<file path="src/rtl/uart_pkg.sv">
// Shared UART definitions: FSM state encoding and the parity-enable constant.
// Parity support is compiled in only when macro UART_RX_PARITY_EN is defined.
package uart_pkg;

`ifdef UART_RX_PARITY_EN
    localparam bit PARITY_EN = 1'b1;
`else
    localparam bit PARITY_EN = 1'b0;
`endif

    // Fixed codes keep the encoding stable whether or not PARITY exists.
    typedef enum logic [2:0] {
        IDLE   = 3'd0,
        START  = 3'd1,
        DATA   = 3'd2,
`ifdef UART_RX_PARITY_EN
        PARITY = 3'd3,
`endif
        STOP   = 3'd4,
        BREAK  = 3'd5
    } uart_state_t;

endpackage

</file>
<file path="src/rtl/uart_rx_sync.sv">
// Two-flop synchronizer for the asynchronous serial line; resets to the idle level (1).
module uart_rx_sync (
    input  logic clk_in,
    input  logic nrst_in,
    input  logic d,
    output logic q
);

    logic meta;

    always_ff @(posedge clk_in or negedge nrst_in) begin
        if (!nrst_in) begin
            meta <= 1'b1;
            q    <= 1'b1;
        end else begin
            meta <= d;
            q    <= meta;
        end
    end

endmodule

</file>
<file path="src/rtl/uart_rx.sv">
// Oversampling UART receiver: start-bit glitch rejection, mid-bit sampling, break handling.
// Optional even parity is enabled with macro UART_RX_PARITY_EN.
module uart_rx
    import uart_pkg::*;
#(
    parameter int DATA_BITS         = 8,
    parameter int OVERSAMPLING_RATE = 8
) (
    input  logic                 clk_in,
    input  logic                 nrst_in,
    input  logic                 os_clk_in,
    input  logic                 rx_in,
    output logic [DATA_BITS-1:0] data_out,
    output logic                 data_valid,
    output logic                 frame_err,
    output logic                 parity_err
);

    localparam int TW = $clog2(OVERSAMPLING_RATE);
    localparam int BW = $clog2(DATA_BITS + 1);
    localparam logic [TW-1:0] LAST_TICK = TW'(OVERSAMPLING_RATE - 1);
    localparam logic [TW-1:0] MID_TICK  = TW'(OVERSAMPLING_RATE / 2 - 1);
    localparam logic [BW-1:0] LAST_BIT  = BW'(DATA_BITS - 1);

    uart_state_t          state, state_nxt;
    logic                 os_prev, tick, rx_s;
    logic [TW-1:0]        tick_cnt;
    logic [BW-1:0]        bit_cnt;
    logic [DATA_BITS-1:0] shreg;
    logic                 half_done, bit_done, last_bit;
    logic                 cnt_clr, cnt_inc, bit_clr, shift_en, frame_good, frame_bad;

    uart_rx_sync u_sync (
        .clk_in  (clk_in),
        .nrst_in (nrst_in),
        .d       (rx_in),
        .q       (rx_s)
    );

    always_ff @(posedge clk_in or negedge nrst_in) begin
        if (!nrst_in) os_prev <= 1'b0;
        else          os_prev <= os_clk_in;
    end

    assign tick      = os_clk_in & ~os_prev;
    assign half_done = tick && (tick_cnt == MID_TICK);
    assign bit_done  = tick && (tick_cnt == LAST_TICK);
    assign last_bit  = (bit_cnt == LAST_BIT);

    always_ff @(posedge clk_in or negedge nrst_in) begin
        if (!nrst_in) state <= IDLE;
        else          state <= state_nxt;
    end

    always_comb begin
        state_nxt = state;
        case (state)
            IDLE:  if (tick && !rx_s) state_nxt = START;
            START: if (half_done) state_nxt = rx_s ? IDLE : DATA;
`ifdef UART_RX_PARITY_EN
            DATA:   if (bit_done && last_bit) state_nxt = PARITY;
            PARITY: if (bit_done) state_nxt = STOP;
`else
            DATA:  if (bit_done && last_bit) state_nxt = STOP;
`endif
            STOP:  if (bit_done) state_nxt = rx_s ? IDLE : BREAK;
            BREAK: if (tick && rx_s) state_nxt = IDLE;
            default: state_nxt = IDLE;
        endcase
    end

`ifdef UART_RX_PARITY_EN
    logic par_sample, par_bit, par_bad, par_fail;
    assign par_bad = ^{shreg, par_bit};
`endif

    always_comb begin
        cnt_clr    = 1'b0;
        cnt_inc    = 1'b0;
        bit_clr    = 1'b0;
        shift_en   = 1'b0;
        frame_good = 1'b0;
        frame_bad  = 1'b0;
`ifdef UART_RX_PARITY_EN
        par_sample = 1'b0;
        par_fail   = 1'b0;
`endif
        case (state)
            IDLE: begin
                cnt_clr = 1'b1;
                bit_clr = 1'b1;
            end
            START: begin
                if (half_done) cnt_clr = 1'b1;
                else           cnt_inc = tick;
            end
            DATA: begin
                if (bit_done) begin
                    cnt_clr  = 1'b1;
                    shift_en = 1'b1;
                end else begin
                    cnt_inc = tick;
                end
            end
`ifdef UART_RX_PARITY_EN
            PARITY: begin
                if (bit_done) begin
                    cnt_clr    = 1'b1;
                    par_sample = 1'b1;
                end else begin
                    cnt_inc = tick;
                end
            end
`endif
            STOP: begin
                if (bit_done) begin
                    cnt_clr   = 1'b1;
                    frame_bad = ~rx_s;
`ifdef UART_RX_PARITY_EN
                    frame_good = rx_s & ~par_bad;
                    par_fail   = PARITY_EN & par_bad;
`else
                    frame_good = rx_s;
`endif
                end else begin
                    cnt_inc = tick;
                end
            end
            default: cnt_clr = 1'b1;
        endcase
    end

    // Outputs are registered so each pulse lands the cycle after its deciding tick.
    always_ff @(posedge clk_in or negedge nrst_in) begin
        if (!nrst_in) begin
            tick_cnt   <= '0;
            bit_cnt    <= '0;
            shreg      <= '0;
            data_out   <= '0;
            data_valid <= 1'b0;
            frame_err  <= 1'b0;
        end else begin
            if (cnt_clr)      tick_cnt <= '0;
            else if (cnt_inc) tick_cnt <= tick_cnt + 1'b1;
            if (shift_en) begin
                shreg   <= {rx_s, shreg[DATA_BITS-1:1]};
                bit_cnt <= last_bit ? '0 : bit_cnt + 1'b1;
            end else if (bit_clr) begin
                bit_cnt <= '0;
            end
            if (frame_good) data_out <= shreg;
            data_valid <= frame_good;
            frame_err  <= frame_bad;
        end
    end

`ifdef UART_RX_PARITY_EN
    always_ff @(posedge clk_in or negedge nrst_in) begin
        if (!nrst_in) begin
            par_bit    <= 1'b0;
            parity_err <= 1'b0;
        end else begin
            if (par_sample) par_bit <= rx_s;
            parity_err <= par_fail;
        end
    end
`else
    assign parity_err = PARITY_EN;
`endif

endmodule
</file>
<file path="config.mk">
export PLATFORM = sky130hd
export DESIGN_NAME = uart_rx
export DESIGN_NICKNAME = d
export VERILOG_FILES = /design/src/rtl/uart_pkg.sv /design/src/rtl/uart_rx_sync.sv /design/src/rtl/uart_rx.sv
export SDC_FILE = /design/constraint.sdc
export NUM_CORES = 1
export LEC_CHECK = 0
export ABC_AREA = 1
export CAP_MARGIN = 20
export CORE_ASPECT_RATIO = 2
export CORE_MARGIN = 2
export CORE_UTILIZATION = 55
export CTS_BUF_LIST = sky130_fd_sc_hd__clkbuf_16
export DETAILED_ROUTE_END_ITERATION = 10
export GPL_ROUTABILITY_DRIVEN = 0
export HOLD_SLACK_MARGIN = 0.03
export PLACE_DENSITY = 0.88
export SETUP_SLACK_MARGIN = 0.5
export SLEW_MARGIN = 20
export SYNTH_ARGS = -nofsm -noshare
export SYNTH_HDL_FRONTEND = slang
export SYNTH_SLANG_ARGS = --single-unit
</file>
<file path="constraint.sdc">
create_clock -name clk_in -period 1.55 [get_ports clk_in]
set_input_delay 0.3875 -clock clk_in [delete_from_list [all_inputs] [get_ports clk_in]]
set_output_delay 0.3875 -clock clk_in [all_outputs]
set_load 0.05 [all_outputs]
</file>
==> metrics.txt <==
Final min period 1.51 ns; Critical Path Fanout Max 8; first-pass GRT wire length just over 6000 um; Avg WL per Cell between 15 and 20 um; TritonCTS Buffers 5; GRT Util Overall 0.285; multi-input logic area 724 sq um; register area share after synthesis 0.522; wire length on met3 185 um; hold buffers post-CTS 0; hold_ws between 0.3 and 0.4 ns; R2R Setup Slk 0.04 ns; fillers 121; Compound-Gate Fraction of Synth Area 0.0940; final slew viol count 0; EDFF count, synth 0; R2R Path End data_out[3]; final WL 4240 um; Min-Delay Endpoint u_sync.q; reg-to-reg critical path startpoint tick_cnt[0]; WS Path Type flip-flop to flip-flop; HPWL Detailed between 2000 and 2500 um; Layout area overhead 49.0%; Max Freq 0.663 GHz; register area 782 sq um; Clock Pin Slew Worst Setup and Hold Paths about 0.050 ns; # rows 26; Setup WS post-layout between 0.04 and 0.05 ns; commonest cells after routing, fill and taps aside 32 x nand2_1, 26 x dfrtp_1, 23 x inv_1; Reg power frac 0.358; largest family of logic cells by synthesized area simple AND/OR/NAND/NOR gates; Top Metal Used met4; fraction of synthesized area in multiplexers 0; Sw Share 0.353; unrepaired setup endpoints after global routing true; IO Pins 15; crit path launch type flip-flop; Hold Vio Cnt, Final 0; Hold Crit Depth 0; Final ANT Viol Nets 0; outcome finished clean; Synth Instances roughly 180; Critical Path Sink Type flip-flop; Worst Hold Launch u_sync.meta; most common cell after layout, fill and taps aside nand2_1; Mapped Area ~1500 sq um; number of port buffers 13; clock power share 0.338; largest stage delay on the critical path 0.39 ns; Max Root-Sink Buffers 2; htree depth 2; Netlist cell types 26; Starting Density 0.580; Crit-path slowest cell dfrtp_1; Yosys reg bits 31; Psw 0.958 mW; post-synthesis adder-cell area fraction 0.0336; Internal Power between 1.5 and 2 mW; Die ar. 3170 sq um; largest net degree at the start of global routing 32; Nets 221; Yosys warnings 0; Final period util 0.973; routed wl met2 2400 um; antenna violations before repair 0; Post-Route Skew 0.0102 ns; Async S/R FF share, synth 1.00; DR vias 1364; Worst Hold Class flip-flop to flip-flop; P_leak 1.07 nW; total grt overflow 0; die width 40.8 um; vias per cell 5.64; Place WS -0.220 ns; CTS tree done; CTS root buffer clkbuf_16; worst-skew pair later-pin latency 0.28 ns; Simple-Gate Fraction of Synth Area 0.250; Max-Cap Viols 0; Crit path arrival time between 1.5 and 2 ns; Comb pwr share 0.304; R2R cell count 7; Starting DRT DRC Count 68; vias in the first global route ~1.4k; antenna cells 0; chip height 77.6 um; worst path required time 1.71 ns; Clock Sink Count 31; fraction of layout cells with a size suffix above 1 0.383; CP cell instances ha_4 -> ha_4 -> nand2_8 -> nor3_4 -> buf_6 -> buf_16 -> a21oi_2; syn_area_per_cell 8.43 sq um; Core Area 2570 sq um; DR DRC count 0; Syn Nets 185; PwrDens 1220 nW/um^2; Post-Synth XOR/XNOR Area 0.0117; Final setup viols 0; met1 wire length about 1500 um; worst vdd ir roughly 1.3 mV; Main synth FF type dfrtp_1; Most common cell on crit path ha_4; 1st-pass router iterations 4
[logic make-up after synthesis]
family	Yosys count
AO/OA/AOI/OAI	26
XOR/XNOR	2
AND/OR/NAND/NOR	83
buffers and inverters	30
adder cells (fa/ha/maj)	4
other	1
flip-flops	31
[Yosys cell counts (2+ instances only)]
cell type	n	area share
nand2_1	42	0.11
o21ai_1	2	0.0067
inv_2	3	0.0075
o21ai_0	11	0.037
ha_1	4	0.034
dfstp_2	2	0.035
nor2_2	2	0.0084
o21ai_2	2	0.012
a21oi_1	9	0.030
inv_1	23	0.058
dfrtp_1	29	0.49
buf_4	2	0.010
nand2_2	2	0.0084
nor2_1	21	0.053
o22ai_1	2	0.0084
nand3_1	11	0.037
[sequential cells by signal, summed over array words and instances (netlist names)]
name         cells
data_out         8
shreg            8
bit_cnt          4
state            3
tick_cnt         3
data_valid       1
frame_err        1
os_prev          1
u_sync.meta      1
u_sync.q         1
[worst max path at each step]
stage | start | to | slack (ns)
after floorplan | tick_cnt[0] | data_out[1] | 0.18
after global placement | os_clk_in | data_out[4] | -0.17
after detailed placement | os_clk_in | state[2] | -0.22
after CTS | tick_cnt[0] | data_out[0] | 0.14
after global routing | tick_cnt[0] | data_out[7] | 0.004
final | tick_cnt[0] | data_out[3] | 0.04
[final cells by class]
cell class / count / share of cell area
flip-flops and latches: 31 / 0.352
multi-input cells: 116 / 0.326
repair buffers: 33 / 0.199
clock buffers: 5 / 0.0563
inverters: 26 / 0.0450
well taps: 28 / 0.0158
clock inverters: 3 / 0.00563
[worst max-delay path: cells and delay by family, from the launching register on]
kind	cells	cell delay [ns]
buf+inv	2	0.29
flops	1	0.39
simple gates	2	0.32
fa+ha+maj	2	0.34
compound gates	1	0.06
[metal layers]
metal | GRT usage | up-vias
li1 | - | 622
met1 | 0.330 | 671
met2 | 0.459 | 49
met3 | 0.0714 | 22
met4 | 0.130 | 0
met5 | 0 | -
[repair_timing]
item | 4_1_cts | 5_1_grt
pin swaps | 7 | 3
endpoints found under the setup margin | 37 | 38
resized for setup | 12 | 35
setup buffers | 6 | 6
cloned | 1 | 1
[power by group through the flow]
| stage | clock network [mW] | logic (mW) | registers (mW) |
|---|---|---|---|
| global placement | 0 | 0.592 | 0.964 |
| finish | 0.915 | 0.825 | 0.972 |
| CTS | 0.914 | 0.671 | 0.954 |
| floorplan | 0 | 0.511 | 0.939 |
| global route | 0.951 | 0.917 | 0.979 |
| detailed placement | 0 | 0.644 | 0.969 |
[metrics by stage]
step           power, mW  utilization  TNS [ns]  cell area (sq um)  std cells
6_report            2.71        0.865         0               2220        242
5_1_grt             2.85        0.865         0               2220        242
4_1_cts             2.54        0.807         0               2070        235
3_5_place_dp        1.61        0.713     -4.20               1830        220
3_3_place_gp        1.56        0.713     -3.26               1830        220
2_1_floorplan       1.45            -         0               1530        177
No activity file was read; power rests on OpenSTA's default activity.
